==> config.mk <==
export PLATFORM = sky130hd
export DESIGN_NAME = stream_addr_sequencer
export DESIGN_NICKNAME = d
export VERILOG_FILES = /design/src/rtl/softmax_pkg.sv /design/src/rtl/valid_delay_line.sv /design/src/rtl/stream_addr_sequencer.sv
export SDC_FILE = /design/constraint.sdc
export NUM_CORES = 1
export LEC_CHECK = 0
export BUFFER_PORTS_ARGS = -buffer_cell sky130_fd_sc_hd__buf_2
export CAP_MARGIN = 40
export CORE_ASPECT_RATIO = 0.5
export CORE_UTILIZATION = 45
export CTS_CLUSTER_DIAMETER = 150
export DETAILED_ROUTE_END_ITERATION = 8
export PLACE_DENSITY = 0.71
export SETUP_SLACK_MARGIN = 0.15
export SLEW_MARGIN = 20
export SYNTH_ARGS = -nofsm -noshare
export SYNTH_HDL_FRONTEND = slang
export SYNTH_HIERARCHICAL = 1
export SYNTH_SLANG_ARGS = --single-unit
==> constraint.sdc <==
create_clock -name clk -period 1.8 [get_ports clk]
set_clock_uncertainty 0.15 [all_clocks]
set_input_delay 0.27 -clock clk [delete_from_list [all_inputs] [get_ports clk]]
set_output_delay 0.27 -clock clk [all_outputs]
set_load 0.005 [all_outputs]
==> src/rtl/softmax_pkg.sv <==
// Shared constants and state encoding for the softmax
// stage sequencers.
package softmax_pkg;

  localparam int SM_ADDR_WIDTH   = 10;
  localparam int SM_TOTAL_VALUES = 5;

  localparam int EXPO_LATENCY  = 8;
  localparam int RECI_LATENCY  = 12;
  localparam int MULTI_LATENCY = 3;

  typedef enum logic [1:0] {
    IDLE   = 2'd0,
    ISSUE  = 2'd1,
    DRAIN  = 2'd2,
    FINISH = 2'd3
  } seq_state_e;

endpackage

==> src/rtl/valid_delay_line.sv <==
// DEPTH-cycle valid shift register; pre_o exposes the value
// that valid_o will take after the next clock edge.
module valid_delay_line #(
  parameter int DEPTH = 8
) (
  input  logic clk,
  input  logic rst,
  input  logic clr_i,
  input  logic valid_i,
  output logic valid_o,
  output logic pre_o
);

  logic [DEPTH-1:0] sr_q;
  logic [DEPTH-1:0] sr_d;

  generate
    if (DEPTH == 1) begin : g_one
      assign sr_d = valid_i;
    end else begin : g_shift
      assign sr_d = {sr_q[DEPTH-2:0], valid_i};
    end
  endgenerate

  always_ff @(posedge clk or posedge rst) begin
    if (rst) begin
      sr_q <= '0;
    end else if (clr_i) begin
      sr_q <= '0;
    end else begin
      sr_q <= sr_d;
    end
  end

  assign valid_o = sr_q[DEPTH-1];
  assign pre_o   = sr_d[DEPTH-1] & ~clr_i;

endmodule

==> src/rtl/stream_addr_sequencer.sv <==
// Per-stage read/write address sequencer wrapped around a
// fixed-latency arithmetic core.
module stream_addr_sequencer
  import softmax_pkg::*;
#(
  parameter int TOTAL_VALUES = SM_TOTAL_VALUES,
  parameter int ADDR_WIDTH   = SM_ADDR_WIDTH,
  parameter int LATENCY      = EXPO_LATENCY
) (
  input  logic                  clk,
  input  logic                  rst,
  input  logic                  start,
  input  logic                  abort,
  output logic                  rd_en,
  output logic [ADDR_WIDTH-1:0] rd_addr,
  output logic                  wr_en,
  output logic [ADDR_WIDTH-1:0] wr_addr,
  output logic                  lat_cnt_done,
  output logic                  done,
  output logic                  busy
);

  localparam logic [ADDR_WIDTH-1:0] LAST =
    ADDR_WIDTH'(TOTAL_VALUES - 1);
  localparam logic [ADDR_WIDTH-1:0] ONE =
    ADDR_WIDTH'(1);

  seq_state_e            state_q;
  logic                  rd_en_q;
  logic [ADDR_WIDTH-1:0] rd_addr_q;
  logic [ADDR_WIDTH-1:0] wr_addr_q;
  logic                  lat_q;
  logic                  done_q;
  logic                  busy_q;
  logic                  wr_en_w;
  logic                  pre_w;

  // wr_en is the delay-line tap itself, so it stays a flop output
  valid_delay_line #(
    .DEPTH (LATENCY)
  ) u_dly (
    .clk     (clk),
    .rst     (rst),
    .clr_i   (abort),
    .valid_i (rd_en_q),
    .valid_o (wr_en_w),
    .pre_o   (pre_w)
  );

  always_ff @(posedge clk or posedge rst) begin
    if (rst) begin
      state_q   <= IDLE;
      rd_en_q   <= 1'b0;
      rd_addr_q <= '0;
      wr_addr_q <= '0;
      lat_q     <= 1'b0;
      done_q    <= 1'b0;
      busy_q    <= 1'b0;
    end else if (abort) begin
      state_q   <= IDLE;
      rd_en_q   <= 1'b0;
      rd_addr_q <= '0;
      wr_addr_q <= '0;
      lat_q     <= 1'b0;
      done_q    <= 1'b0;
      busy_q    <= 1'b0;
    end else begin
      if (wr_en_w) wr_addr_q <= wr_addr_q + ONE;
      // set a cycle early so the level lines up with first wr_en
      if (pre_w) lat_q <= 1'b1;
      unique case (state_q)
        IDLE: begin
          if (start) begin
            state_q   <= ISSUE;
            rd_en_q   <= 1'b1;
            rd_addr_q <= '0;
            wr_addr_q <= '0;
            lat_q     <= 1'b0;
            busy_q    <= 1'b1;
          end
        end
        ISSUE: begin
          if (rd_addr_q == LAST) begin
            state_q <= DRAIN;
            rd_en_q <= 1'b0;
          end else begin
            rd_addr_q <= rd_addr_q + ONE;
          end
        end
        DRAIN: begin
          if (wr_en_w && wr_addr_q == LAST) begin
            state_q <= FINISH;
            done_q  <= 1'b1;
          end
        end
        FINISH: begin
          state_q <= IDLE;
          done_q  <= 1'b0;
          busy_q  <= 1'b0;
        end
        default: state_q <= IDLE;
      endcase
    end
  end

  assign rd_en        = rd_en_q;
  assign rd_addr      = rd_addr_q;
  assign wr_en        = wr_en_w;
  assign wr_addr      = wr_addr_q;
  assign lat_cnt_done = lat_q;
  assign done         = done_q;
  assign busy         = busy_q;

endmodule

Word-level counts from Yosys, hierarchy flattened
Index checks and enable logic that the tools add are counted.
Word-level totals
  output and inout bits: 25
  bits in registers: 34
Operators by class
  reductions and logical operators: 10
  eq/ne operators: 9
  bitwise gates (word level): 2
  add/subtract/negate cells: 2
  multiplexer cells: 27
Operator list (count)
  $mux W10: 7
  $add A10 B1 Y10 const B: 2
  $eq A10 B3 Y1 const B: 2
  $pmux W10 S2: 1
  $ne A3 B3 Y1 const B: 4
  $mux W1: 10
  $reduce_and A3 Y1: 3
  $reduce_bool A3 Y1: 3
  $mux W2: 4
  $mux W8: 1
  $pmux W2 S4: 1
  $pmux W1 S2: 3
  $eq A2 B2 Y1 const B: 2
  $reduce_and A2 Y1: 2
  $eq A2 B1 Y1 const B: 1
  $logic_not A2 Y1: 1
  $and A1 B1 Y1: 1
  $logic_and A1 B1 Y1: 1
  $not A1 Y1: 1

Longest topological paths before layout
Gate-level depths: netlist (run 1).
  word-level depth: 6
  mapped depth: 7

By module
Netlist (run 1), hierarchy kept.
Modules (own cells, without submodules)
  stream_addr_sequencer: area an instance 1539.0 sq um, instances 1, seq. area each 650.6 sq um, cells an instance 163
  valid_delay_line: area an instance 254.0 sq um, instances 1, seq. area each 200.2 sq um, cells an instance 17

Worst setup path after synthesis (run 1)
No wires, ideal clock.
  path type: register -> register
  start: reg wr_addr_q[0], in the netlist wr_addr[0]
  end: reg state_q[0]
  stages on the path, launching flop included: 7
  required time: 1.522 ns
  path slack: -0.057 ns
  period minus slack after synthesis: 1.857 ns
  data arrival time: 1.579 ns
  path through: dfrtp_1 > inv_1 > ha_1 > nor4b_2 > nand4_1 > a221oi_2 > mux2_1
Between the ends
  longest elaborated chain between the ends: 4
RTL lines
  start: declaration: RTL line stream_addr_sequencer.sv:31  | logic [ADDR_WIDTH-1:0] wr_addr_q;
  start signal: assignment: RTL line stream_addr_sequencer.sv:68  | if (wr_en_w) wr_addr_q <= wr_addr_q + ONE;
  $eq A10 B3 Y1: RTL line stream_addr_sequencer.sv:91  | if (wr_en_w && wr_addr_q == LAST) begin
  $logic_and A1 B1 Y1: RTL line stream_addr_sequencer.sv:91
  $ne A3 B3 Y1 (no line)
  $reduce_and A3 Y1 (no line)
  end signal: assignment: RTL line stream_addr_sequencer.sv:92  | state_q <= FINISH;
  end signal: assignment: RTL line stream_addr_sequencer.sv:97  | state_q <= IDLE;
  end signal: assignment: RTL line stream_addr_sequencer.sv:101  | default: state_q <= IDLE;
  end: declaration: RTL line stream_addr_sequencer.sv:28  | seq_state_e state_q;
No other way between the ends.
A chain may end at the register's enable or synchronous reset.

Worst setup path after layout (run 1)
Ends and elaborated chain as after synthesis.

==> results list, run 1 <==
- Run status: finished, violations left
- Violations in the final reports: setup timing
- The slowest stage of the critical path belongs to the cell sky130_fd_sc_hd__dfrtp_1.
- First-pass iteration count of the detailed router: 4
* Layout overhead on the synthesized area: 45.6%
- Clock slew at reported path FFs: 0.07 ns
* Combined buffer and inverter count along the critical path: 1
- For this run, the number of Yosys warnings is 6.
- For this run, the leading register cell type out of synthesis is sky130_fd_sc_hd__dfrtp_1.
- Wirelength, routed: 4.52 mm
* Core footprint: about 3600 um2
- The number of different library cells used by synthesis comes to 43.
- Top area cells in the synthesized netlist: sky130_fd_sc_hd__dfrtp_1 (47%), sky130_fd_sc_hd__ha_1 (5.6%), sky130_fd_sc_hd__nor2b_1 (4.2%)
- Pre-CTS worst setup slack: -0.0557 ns
* Area share of the largest cell type after synthesis: 0.475
- Multi-input logic area: 1040 um2
- Max transition margin: 0.768
- Vias: 1602
* Number of instances in the synthesized netlist: 180
- Mean cell area of the mapped netlist: around 10 um2
- Setup-violating endpoint count in the final report: 3
- Counting along the longest clock path gives a buffer depth of 2.
- After floorplanning, the core was divided into 15 placement rows.
- In the final layout, the share of cells above drive strength 1 is 0.456.
- The floorplan step set the die width to 91.3 um.
- Dividing total power by cell area gives a power density of about 1000 nW/um2.
* Number of fillers in the final layout: 255
* Combined area of all synthesized cells: about 1800 um2
- Proportion of synthesized chip area in sequential cells: 0.475
- Worst endpoint data arrival time: 1.92 ns
* CP Capture Type: register
- Minimum clock period after layout: 1.90 ns
* TritonCTS clock tree: built
- On the worst path, the slowest cell contributes a delay of approximately 0.40 ns.
- CP Max Fanout: 2
- Root Buffer: sky130_fd_sc_hd__clkbuf_8
- Setup repair after global routing could not meet its margin everywhere.
- Total Nets Final: 259
- The count of nets left with antenna violations once routing finished came out at 0.
* Number of gates on the worst path with buffers counted: 6
- Cell depth of the worst flop-to-flop path: 6
- The endpoint identified for the worst register-to-register timing path is state_q[0].
- For this configuration, the core starts out at a cell density of 0.495.
- Detailed placement ended at an HPWL of 2.86 mm.
* Fin. max-slew vios: 0
* Post-route cell area: 2610 um2
* Required arrival time at the worst endpoint: 1.81 ns
* Endpoint of the worst setup timing path: state_q[0]
- After global routing the overflow that remains totals 0.
- H-tree levels: 2
* Count of inserted antenna diode cells: 0
- Number of antenna violations at the first check in global routing: 0
- Post-detailed-placement cell area: 2180 um2
- Global-route wire length before repair: 6.55 mm
* Achievable frequency: about 0.53 GHz
- Die Footprint: 4260 um2
- Tracing the worst setup path back leads to its startpoint at wr_addr[0].
* Number of enable-type register cells in the synthesized netlist: 0
- Leading area contributor after synthesis: sky130_fd_sc_hd__dfrtp_1
- In the global route stage, overall resource usage came out at 0.204.
* Buffers on Ports: 28
- Clock Latency Late Sink: about 0.28 ns
* Launch point of the worst reg-to-reg path: wr_addr[0]
- Final clock period utilization by the worst path: 1.06
* Sort of element at the start of the critical path: register
- In the routed design, unresolved DRC markers number 0.
* Tightest Hold Check Type: in -> reg
- Grouping stages by cell kind, the critical path spends the most delay in flip-flops.
* Average wire per standard cell: 15.1 um
- Sinks on the clock net: 34
- The number of nets in the synthesized netlist is 192.
- In the synthesized netlist the async set-or-reset flop fraction comes to 1.00.
- Routability-driven placement finished with a final weighted congestion of between 0.8 and 0.9.
- Once routing completed, OpenROAD measured the worst setup slack at -0.102 ns.
- The sequential cells in the finished layout cover a total of 851 um2.
- Register bit count reported by yosys: 34
* # placed instances: 279
* Chain of cells forming the critical path: inv_2 > ha_4 > nor4b_4 > nand4_1 > a221oi_2 > mux2_1
- The count of cells in the finished layout, fillers not included, comes to 299.
* Number of global-route vias before repair: 1419
- The critical path in this run is classified as reg -> reg.
- Maximum ir drop on the vdd rail: 0.435 mV
* Drt first-iter violations: 106
- Die extent in y: roughly 47 um
- Number of hold-slack violations in the final timing report: 0
- Reg2Reg Setup Slack: -0.10 ns
* Number of primary I/O pins: 29
* Fraction of the core area covered by cells at the end of the flow: 0.721
- Entering global routing, the biggest net connects 18 pins.
- Lkg Pwr: approximately 1.3 nW
* DR vias/cell: 5.36
* Slew at the pin closest to its max-slew limit: 0.345 ns
- The tool flagged a number of max-cap violations equal to 0.
- Buffers inserted during clock tree synthesis total 5.
-- cells in the mapped netlist (4+ instances only) --
| library cell | n |
|---|---|
| sky130_fd_sc_hd__a21oi_1 | 6 |
| sky130_fd_sc_hd__and2_1 | 4 |
| sky130_fd_sc_hd__clkbuf_1 | 4 |
| sky130_fd_sc_hd__dfrtp_1 | 34 |
| sky130_fd_sc_hd__ha_1 | 8 |
| sky130_fd_sc_hd__inv_1 | 12 |
| sky130_fd_sc_hd__nand2_1 | 13 |
| sky130_fd_sc_hd__nand3_1 | 7 |
| sky130_fd_sc_hd__nand4_1 | 6 |
| sky130_fd_sc_hd__nor2_1 | 15 |
| sky130_fd_sc_hd__nor2b_1 | 12 |
| sky130_fd_sc_hd__o21ai_0 | 8 |
| sky130_fd_sc_hd__o31ai_1 | 4 |
| sky130_fd_sc_hd__xor2_1 | 5 |
-- worst min-delay path by stage --
| stage | endpoint | start | cells past startpoint |
|---|---|---|---|
| after CTS | u_dly/sr_q[0] | abort | 2 |
| after global routing | u_dly/sr_q[0] | abort | 2 |
| final | rd_en | abort | 2 |
| after floorplan | u_dly/sr_q[0] | rst | 1 |
| after global placement | u_dly/sr_q[1] | rst | 2 |
| after detailed placement | u_dly/sr_q[1] | rst | 2 |
-- cell usage in the layout, fill, tap and decap left out, drive strengths merged, types with 7 or more instances in the layout --
cell / netlist / final
o21ai: 9 / 9
nand2: 13 / 13
nor2: 15 / 15
dfrtp: 34 / 34
nor2b: 12 / 12
nand3: 7 / 7
inv: 12 / 12
buf: 0 / 64
ha: 8 / 8
-- per-stage QoR --
step | TNS, ns | hold WS (ns) | power (mW)
6_report | -0.192 | 0.125 | 2.60
3_3_place_gp | 0 | 0.0767 | 1.41
3_5_place_dp | -0.0828 | 0.0877 | 1.44
4_1_cts | -0.118 | 0.112 | 2.41
2_1_floorplan | -0.0566 | -0.0643 | 1.23
5_1_grt | -0.660 | 0.126 | 2.71
-- report_power, final --
group | leakage, nW | switching [mW] | total (mW) | internal (mW)
logic | 0.734 | 0.434 | 0.900 | 0.467
registers | 0.470 | 0.0394 | 0.857 | 0.817
clock network | 0.0683 | 0.290 | 0.845 | 0.555
-- per-layer routing --
metal / track usage / vias up / wire, um
met5: 0 / - / 0
met4: 0.0730 / 0 / 28
met3: 0.0429 / 4 / 170
met2: 0.339 / 35 / 2250
met1: 0.273 / 790 / 2080
li1: - / 773 / -
-- worst reg2reg max path: cells and delay by family (launching register included) --
kind,cells,cell delay [ns]
DFF,1,0.40
and+or+nand+nor,2,0.36
muxes,1,0.35
AOI/OAI and AO/OA,1,0.32
adders and majority gates,1,0.13
buffers and inverters,1,0.08
-- timing repair --
action,in CTS,in global routing
hold buffers,1,0
resized for setup,6,46
cloned,0,1
setup buffers,5,5
setup endpoints to repair,8,16
pin swaps,2,9
endpoints found under the hold margin,34,0
-- layout make-up --
class | count | share of cell area
timing repair buffer | 66 | 0.179
inverter | 12 | 0.0182
clock inverter | 3 | 0.0264
tap | 51 | 0.0244
clock buffer | 5 | 0.0264
multi-input combinational | 128 | 0.400
sequential | 34 | 0.326
-- state kept, by name (all words and copies together), names as in the netlist --
signal and count:
state_q 2, lat_cnt_done 1, done 1, wr_addr 10
rd_en 1, u_dly/sr_q 8, rd_addr 10, busy 1
-- logic make-up after synthesis --
group,Yosys count,share of synthesized area
mux,5,0.0293
compound gates,35,0.134
flops,34,0.475
buf+inv,18,0.0440
simple gates,72,0.223
xor+xnor,8,0.0391
fa+ha+maj,8,0.0558
Power figures use the tool's default switching activity.
==> inputs of run 2 (changes only) <==
--- a/config.mk
+++ b/config.mk
@@ -13,6 +13,7 @@
 export DETAILED_ROUTE_END_ITERATION = 8
 export PLACE_DENSITY = 0.71
 export SETUP_SLACK_MARGIN = 0.15
+export SKIP_LAST_GASP = 1
 export SLEW_MARGIN = 20
 export SYNTH_ARGS = -nofsm -noshare
 export SYNTH_HDL_FRONTEND = slang
==> results list, run 2 (same netlist as run 1, synthesis figures left out) <==
- Number of global-route vias before repair: 1418 (-0.070%)
* Maximum ir drop on the vdd rail: 0.425 mV (-2.3%)
* CP Max Fanout: 2 (unchanged)
- The total number of clock tree sinks came to 34 (unchanged).
- Pin count of the biggest net entering global routing: 18 (unchanged)
- Post-detailed-placement cell area: 2180 um2 (unchanged)
* Setup-violating endpoint count in the final report: 3 (unchanged)
* Areal power density over the cells: 998 nW/um2 (+0.14%)
- Number of hold-slack violations in the final timing report: 0 (unchanged)
- Launch point of the worst reg-to-reg path: wr_addr[0]
* Die extent in y: 46.6 um (unchanged)
* Max-cap check violation count: 0 (unchanged)
* Fin. max-slew vios: 0 (unchanged)
- The transition time at the pin with the least slew margin came to 0.311 ns (-0.0334 ns).
* Clock slew at reported path FFs: 0.07 ns (about the same)
- The total clock buffers created by CTS was 5 (unchanged).
- Layout overhead on the synthesized area: 40.2%
- The global placer's final weighted congestion was 0.810 (unchanged).
- The core outline area came to 3620 um2 (unchanged).
- The number of port buffers is 28 (unchanged).
* Number of antenna violations at the first check in global routing: 0 (unchanged)
- HPWL after detailed placement: 2.86 mm (unchanged)
* Number of fillers in the final layout: 272 (+6.7%)
* Number of primary I/O pins: 29 (unchanged)
- Drt first-iter violations: 84 (-21%)
* H-tree levels: 2 (unchanged)
* GRT Overall Usage: 0.203 (-0.00113)
- The maximum number of buffers from clock root to sink came to 2 (unchanged).
- Worst min-delay path startpoint: abort
* Smallest setup slack after layout: -0.0932 ns (+0.00886 ns)
- The count of antenna diodes in the layout was 0 (unchanged).
- The source-to-sink clock delay at the later pin of the worst-skew pair came to 0.28 ns (about the same).
* Achievable frequency: 0.528 GHz (+0.47%)
- Setup repair after global routing could not meet its margin everywhere.
- The sum of negative setup slack was -0.167 ns (+0.0255 ns).
- The final total power was 2.51 mW (-3.6%).
* First-pass iteration count of the detailed router: 4 (unchanged)
* Critical Path Start: wr_addr[0]
- The worst setup path is captured at a register.
* Aggregate global routing overflow: 0 (unchanged)
- The floorplan row count is 15 (unchanged).
- The average wire per standard cell is 14.3 um (-5.5%).
- The worst endpoint required time is 1.82 ns (about the same).
- The area of combinational cells with multiple inputs came to 986 um2 (-5.5%).
* Root Buffer: sky130_fd_sc_hd__clkbuf_8
- The shortest clock period the worst path allows after layout is 1.89 ns (-0.00886 ns).
* Starting density of the core: 0.495 (unchanged)
* Total Nets Final: 258 (-0.39%)
- Proportion of layout cells with a drive suffix above 1: 0.401 (-0.0548)
- The relative slew slack came to 0.792 (+0.0245).
- The area of all placed cells without fillers was 2510 um2 (-3.7%).
- Run status: finished, violations left
- The detailed-route via count came to 1573 (-1.8%).
- Wirelength, routed: 4.26 mm (-5.9%)
- The sequential cell area is 851 um2 (unchanged).
- Leading cell types in the layout, fill and taps excluded: sky130_fd_sc_hd__dfrtp_1 (34), sky130_fd_sc_hd__buf_4 (34), sky130_fd_sc_hd__buf_2 (28)
* Global-route wire length before repair: 6.53 mm (-0.21%)
- The remaining design rule violation count was 0 (unchanged).
* Violations in the final reports: setup timing
- Tightest Hold Check Type: in -> reg
- The remaining antenna violation count after routing came to 0 (unchanged).
- The total die area came to 4260 um2 (unchanged).
* Worst endpoint data arrival time: 1.91 ns (about the same)
- The worst setup path is of the reg -> reg kind.
- Die Width: 91.3 um (unchanged)
- The static leakage is 1.25 nW (-1.8%).
* DR vias/cell: 5.28 (-1.5%)
- Final clock period utilization by the worst path: 1.05 (-0.00492)
* TritonCTS clock tree: built
- Sort of element at the start of the critical path: register
[run 2: changes by cell type in the layout (fill, tap and decap cells not counted), sizes merged]
cell / delta
clkbuf: -1
[run 2: final cells by class]
class                           instances  share of cell area
Tap cell                               51              0.0254
Clock inverter                          3              0.0274
Clock buffer                            5              0.0274
Sequential cell                        34               0.338
Timing Repair Buffer                   65               0.170
Multi-Input combinational cell        128               0.392
Inverter                               12              0.0189
[run 2: worst max-delay path, cell delays in order (launching register included)]
cell and delay, ns:
sky130_fd_sc_hd__dfrtp_1 0.40, sky130_fd_sc_hd__inv_2 0.08, sky130_fd_sc_hd__ha_4 0.13, sky130_fd_sc_hd__nor4b_4 0.17, sky130_fd_sc_hd__nand4_1 0.18, sky130_fd_sc_hd__a221oi_2 0.32, sky130_fd_sc_hd__mux2_1 0.35
[run 2: final timing paths]
kind / endpoint / slack [ns] / cells past startpoint
worst max-delay path: state_q[0] / -0.09 / 6
worst min-delay path: rd_en / 0.12 / 2
worst max register to register: state_q[0] / -0.09 / 6
worst min register to register: u_dly/sr_q[5] / 0.32 / 1
max in group asynchronous: state_q[0] / 0.88 / 4
min in group asynchronous: u_dly/sr_q[5] / 0.34 / 3
[run 2: layer usage]
layer | share of wire | vias to the layer above | routed length (um) | global-route usage
li1 | - | 767 | - | -
met1 | 0.47 | 772 | 2020 | 0.270
met2 | 0.48 | 30 | 2060 | 0.339
met3 | 0.033 | 4 | 139 | 0.0429
met4 | 0.0077 | 0 | 33 | 0.0730
met5 | 0 | - | 0 | 0
[run 2: what timing repair did]
action | CTS | global route
gates resized for setup | 2 | 28
endpoints found under the hold margin | 34 | 0
setup endpoints to repair | 8 | 14
hold buffers | 1 | 0
pin swaps | 2 | 9
setup buffers | 5 | 5
[run 2: where the power goes]
group / leakage, nW / switching [mW] / internal [mW]
logic: 0.711 / 0.391 / 0.411
clock network: 0.0683 / 0.296 / 0.555
registers: 0.470 / 0.0383 / 0.817
total: 1.25 / 0.726 / 1.78
[run 2: through the flow]
step	hold WS [ns]	utilization	setup slack, ns	cells
after floorplan	-0.0643	-	-0.0566	180
after global placement	0.0767	0.603	0.0281	279
after detailed placement	0.0877	0.603	-0.0557	279
after CTS	0.112	0.657	-0.0731	293
after global routing	0.121	0.694	-0.199	298
final	0.119	0.694	-0.0932	298
==> inputs of run 3 (changes only) <==
--- a/config.mk
+++ b/config.mk
@@ -8,6 +8,7 @@
 export BUFFER_PORTS_ARGS = -buffer_cell sky130_fd_sc_hd__buf_2
 export CAP_MARGIN = 40
 export CORE_ASPECT_RATIO = 0.5
+export CORE_MARGIN = 4
 export CORE_UTILIZATION = 45
 export CTS_CLUSTER_DIAMETER = 150
 export DETAILED_ROUTE_END_ITERATION = 8
==> results list, run 3 (same netlist as run 1, synthesis figures left out) <==
- The run finished, with violations left.
- The checks that failed: setup timing.
- Maximum ir drop on the vdd rail: 0.630 mV (+48%)
* Clock power frac: 0.269 (-0.070)
- Core footprint: 3620 um2 (unchanged)
- Traced cell by cell, the critical path runs through nor3_1 > o22ai_1 > a221oi_2 > mux2_1.
- The clock slew seen by the registers of the worst setup and hold paths came to 0.07 ns (about the same).
- The number of nets at the end of the flow came to 253 (-1.9%).
- Sort of element at the start of the critical path: register
- Number of antenna violations at the first check in global routing: 0 (unchanged)
* Wirelength, routed: 4.27 mm (+0.35%)
- Maximum number of buffers from clock root to sink: 2 (unchanged)
* Buffers on Ports: 28 (unchanged)
* Cell depth of the worst flop-to-flop path: 4 (-2)
- Number of buffers added by the clock tree synthesis step: 5 (unchanged)
- The critical path starts at rd_addr[6].
- The first-pass iteration count of the detailed router came to 4 (unchanged).
- Final clock period utilization by the worst path: 1.05 (-0.00247)
- GRT Overall Usage: 0.179 (-0.0239)
- The relative slew slack came to 0.678 (-0.114).
- The die height was 52.6 um (+13%).
- DR vias/cell: 5.26 (-0.36%)
* CP max stage delay: 0.43 ns (+0.03 ns)
- Proportion of layout cells with a drive suffix above 1: 0.376 (-0.0248)
- Clock Latency Late Sink: 0.28 ns (about the same)
- Setup repair after global routing could not meet its margin everywhere.
- The static leakage was 1.21 nW (-3.5%).
- The library cell used most frequently in the layout, excluding fill and tap cells, is sky130_fd_sc_hd__dfrtp_1.
- Sw frac: 0.319 (+0.0297)
- Non-filler cells in the finished layout: 293 (-1.7%)
- Reg2Reg Setup Slack: -0.09 ns (about the same)
- Sinks on the clock net: 34 (unchanged)
- The endpoint identified for the worst register-to-register timing path is state_q[0].
* HPWL after detailed placement: 2.89 mm (+1.1%)
- The net switching component of the power was 0.698 mW (-3.8%).
* Die Width: 97.3 um (+6.6%)
- The total die area came to 5120 um2 (+20%).
- Sequential group share of total power: 0.394 (+0.053)
- Clock tree synthesis selected as its root buffer the cell sky130_fd_sc_hd__clkbuf_8.
- The average wire per standard cell was 14.6 um (+2.1%).
- Post-route antenna net violation count: 0 (unchanged)
- Layout overhead on the synthesized area: 34.8%
* Max-cap check violation count: 0 (unchanged)
- Launch point of the worst reg-to-reg path: rd_addr[6]
- The effective utilization at floorplan came to 0.495 (unchanged).
* Worst endpoint data arrival time: 1.91 ns (about the same)
- Required arrival time at the worst endpoint: 1.82 ns (about the same)
- The remaining design rule violation count is 0 (unchanged).
- The number of endpoints with negative hold slack in the final report is 0 (unchanged).
- The final worst setup slack is -0.0888 ns (+0.00445 ns).
* Number of placement rows: 15 (unchanged)
- TritonCTS clock tree: built
* Number of primary I/O pins: 29 (unchanged)
* Tightest Hold Check Type: in -> reg
* Leading cell types in the layout, fill and taps excluded: sky130_fd_sc_hd__dfrtp_1 (34), sky130_fd_sc_hd__buf_4 (31), sky130_fd_sc_hd__buf_2 (28)
- The setup slack after placement is -0.0263 ns (+0.0295 ns).
- Combinational share of power: 0.336 (+0.016)
- Critical setup path kind: reg -> reg
* Minimum clock period after layout: 1.89 ns (-0.00445 ns)
* CP Max Fanout: 2 (unchanged)
- Number of gates on the worst path with buffers counted: 4 (-2)
* Internal power contribution: 1.49 mW (-16%)
- Worst Hold Depth: 4 (+2)
- The detailed-route via count came to 1541 (-2.0%).
* Combined buffer and inverter count along the critical path: 0 (-1)
- The wire length of the first global-routing pass was 7.18 mm (+9.8%).
- Achievable frequency: 0.529 GHz (+0.24%)
- The initial DRC count came to 37 (-56%).
- Count of inserted antenna diode cells: 0 (unchanged)
- Gate family responsible for the most delay along the worst path: compound AO/OA/AOI/OAI gates
* Areal power density over the cells: 905 nW/um2 (-9.3%)
- Setup-violating endpoint count in the final report: 2 (-1)
- The via count of the first global-routing pass is 1505 (+6.1%).
- Slew at the pin closest to its max-slew limit: 0.479 ns (+0.168 ns)
- The largest net degree at the start of global routing was 27 (+9).
* Endpoint of the worst setup timing path: state_q[0]
* Number of fillers in the final layout: 294 (+8.1%)
- The global placer's final weighted congestion came to 0.809 (-0.16%).
- The number of max-slew violations in the final report came to 0 (unchanged).
- H-tree levels: 2 (unchanged)
- # placed instances: 279 (unchanged)
- CP Capture Type: register
* Aggregate global routing overflow: 0 (unchanged)
- Crit-path slowest cell: sky130_fd_sc_hd__nor3_1
-- run 3: changes by cell type in the layout (fill, tap and decap cells not counted), sizes merged --
cell and delta:
clkinvlp +1, buf -5, bufinv -2, clkbuf +1
-- run 3: worst min path at each step --
| stage | startpoint | to | slack (ns) |
|---|---|---|---|
| global route | abort | state_q[1] | 0.19 |
| floorplan | rst | u_dly/sr_q[0] | -0.06 |
| detailed placement | rst | u_dly/sr_q[3] | 0.09 |
| global placement | rst | u_dly/sr_q[3] | 0.08 |
| finish | abort | state_q[1] | 0.17 |
| CTS | abort | state_q[1] | 0.16 |
-- run 3: stage by stage --
step	area [um2]	total power, mW	util	hold slack, ns	setup TNS (ns)
floorplan	1820	1.23	-	-0.0643	-0.0566
global placement	2180	1.41	0.603	0.0790	0
detailed placement	2180	1.43	0.603	0.0859	-0.0263
CTS	2300	2.03	0.634	0.164	-0.0342
global route	2420	2.34	0.667	0.187	-0.557
finish	2420	2.19	0.667	0.171	-0.118
-- run 3: what timing repair did --
action	in CTS	in global routing
gates cloned	0	0
hold endpoints to repair	34	0
hold buffers	1	0
setup buffers	1	4
gates resized for setup	1	22
setup endpoints to repair	8	14
pin swaps	1	6
-- run 3: area by class of cell --
type	instances	area [um2]	area share
Clock buffer	6	82.6	0.0342
Clock inverter	2	12.5	0.00518
Inverter	12	47.5	0.0197
Multi-Input combinational cell	128	977	0.404
Sequential cell	34	851	0.352
Tap cell	51	63.8	0.0264
Timing Repair Buffer	60	383	0.158
-- run 3: layer usage --
| layer | up-vias | share of wire | routed length, um | global-route usage |
|---|---|---|---|---|
| li1 | 756 | - | - | - |
| met3 | 7 | 0.032 | 137 | 0.0531 |
| met2 | 22 | 0.47 | 1990 | 0.296 |
| met5 | - | 0 | 0 | 0 |
| met4 | 0 | 0.012 | 51 | 0.0575 |
| met1 | 756 | 0.49 | 2100 | 0.231 |
-- run 3: power groups by stage --
stage                     registers [mW]  logic (mW)  clock network [mW]
after floorplan                    0.878       0.351                   0
after global placement             0.864       0.546                   0
after detailed placement           0.868       0.558                   0
after CTS                          0.853       0.583               0.597
after global routing               0.867       0.817               0.653
final                              0.862       0.736               0.590
-- run 3: worst min-delay path: stages --
cell and delay (ns):
sky130_fd_sc_hd__buf_2 0.12, sky130_fd_sc_hd__inv_1 0.07, sky130_fd_sc_hd__nand2_1 0.05, sky130_fd_sc_hd__mux2i_1 0.05
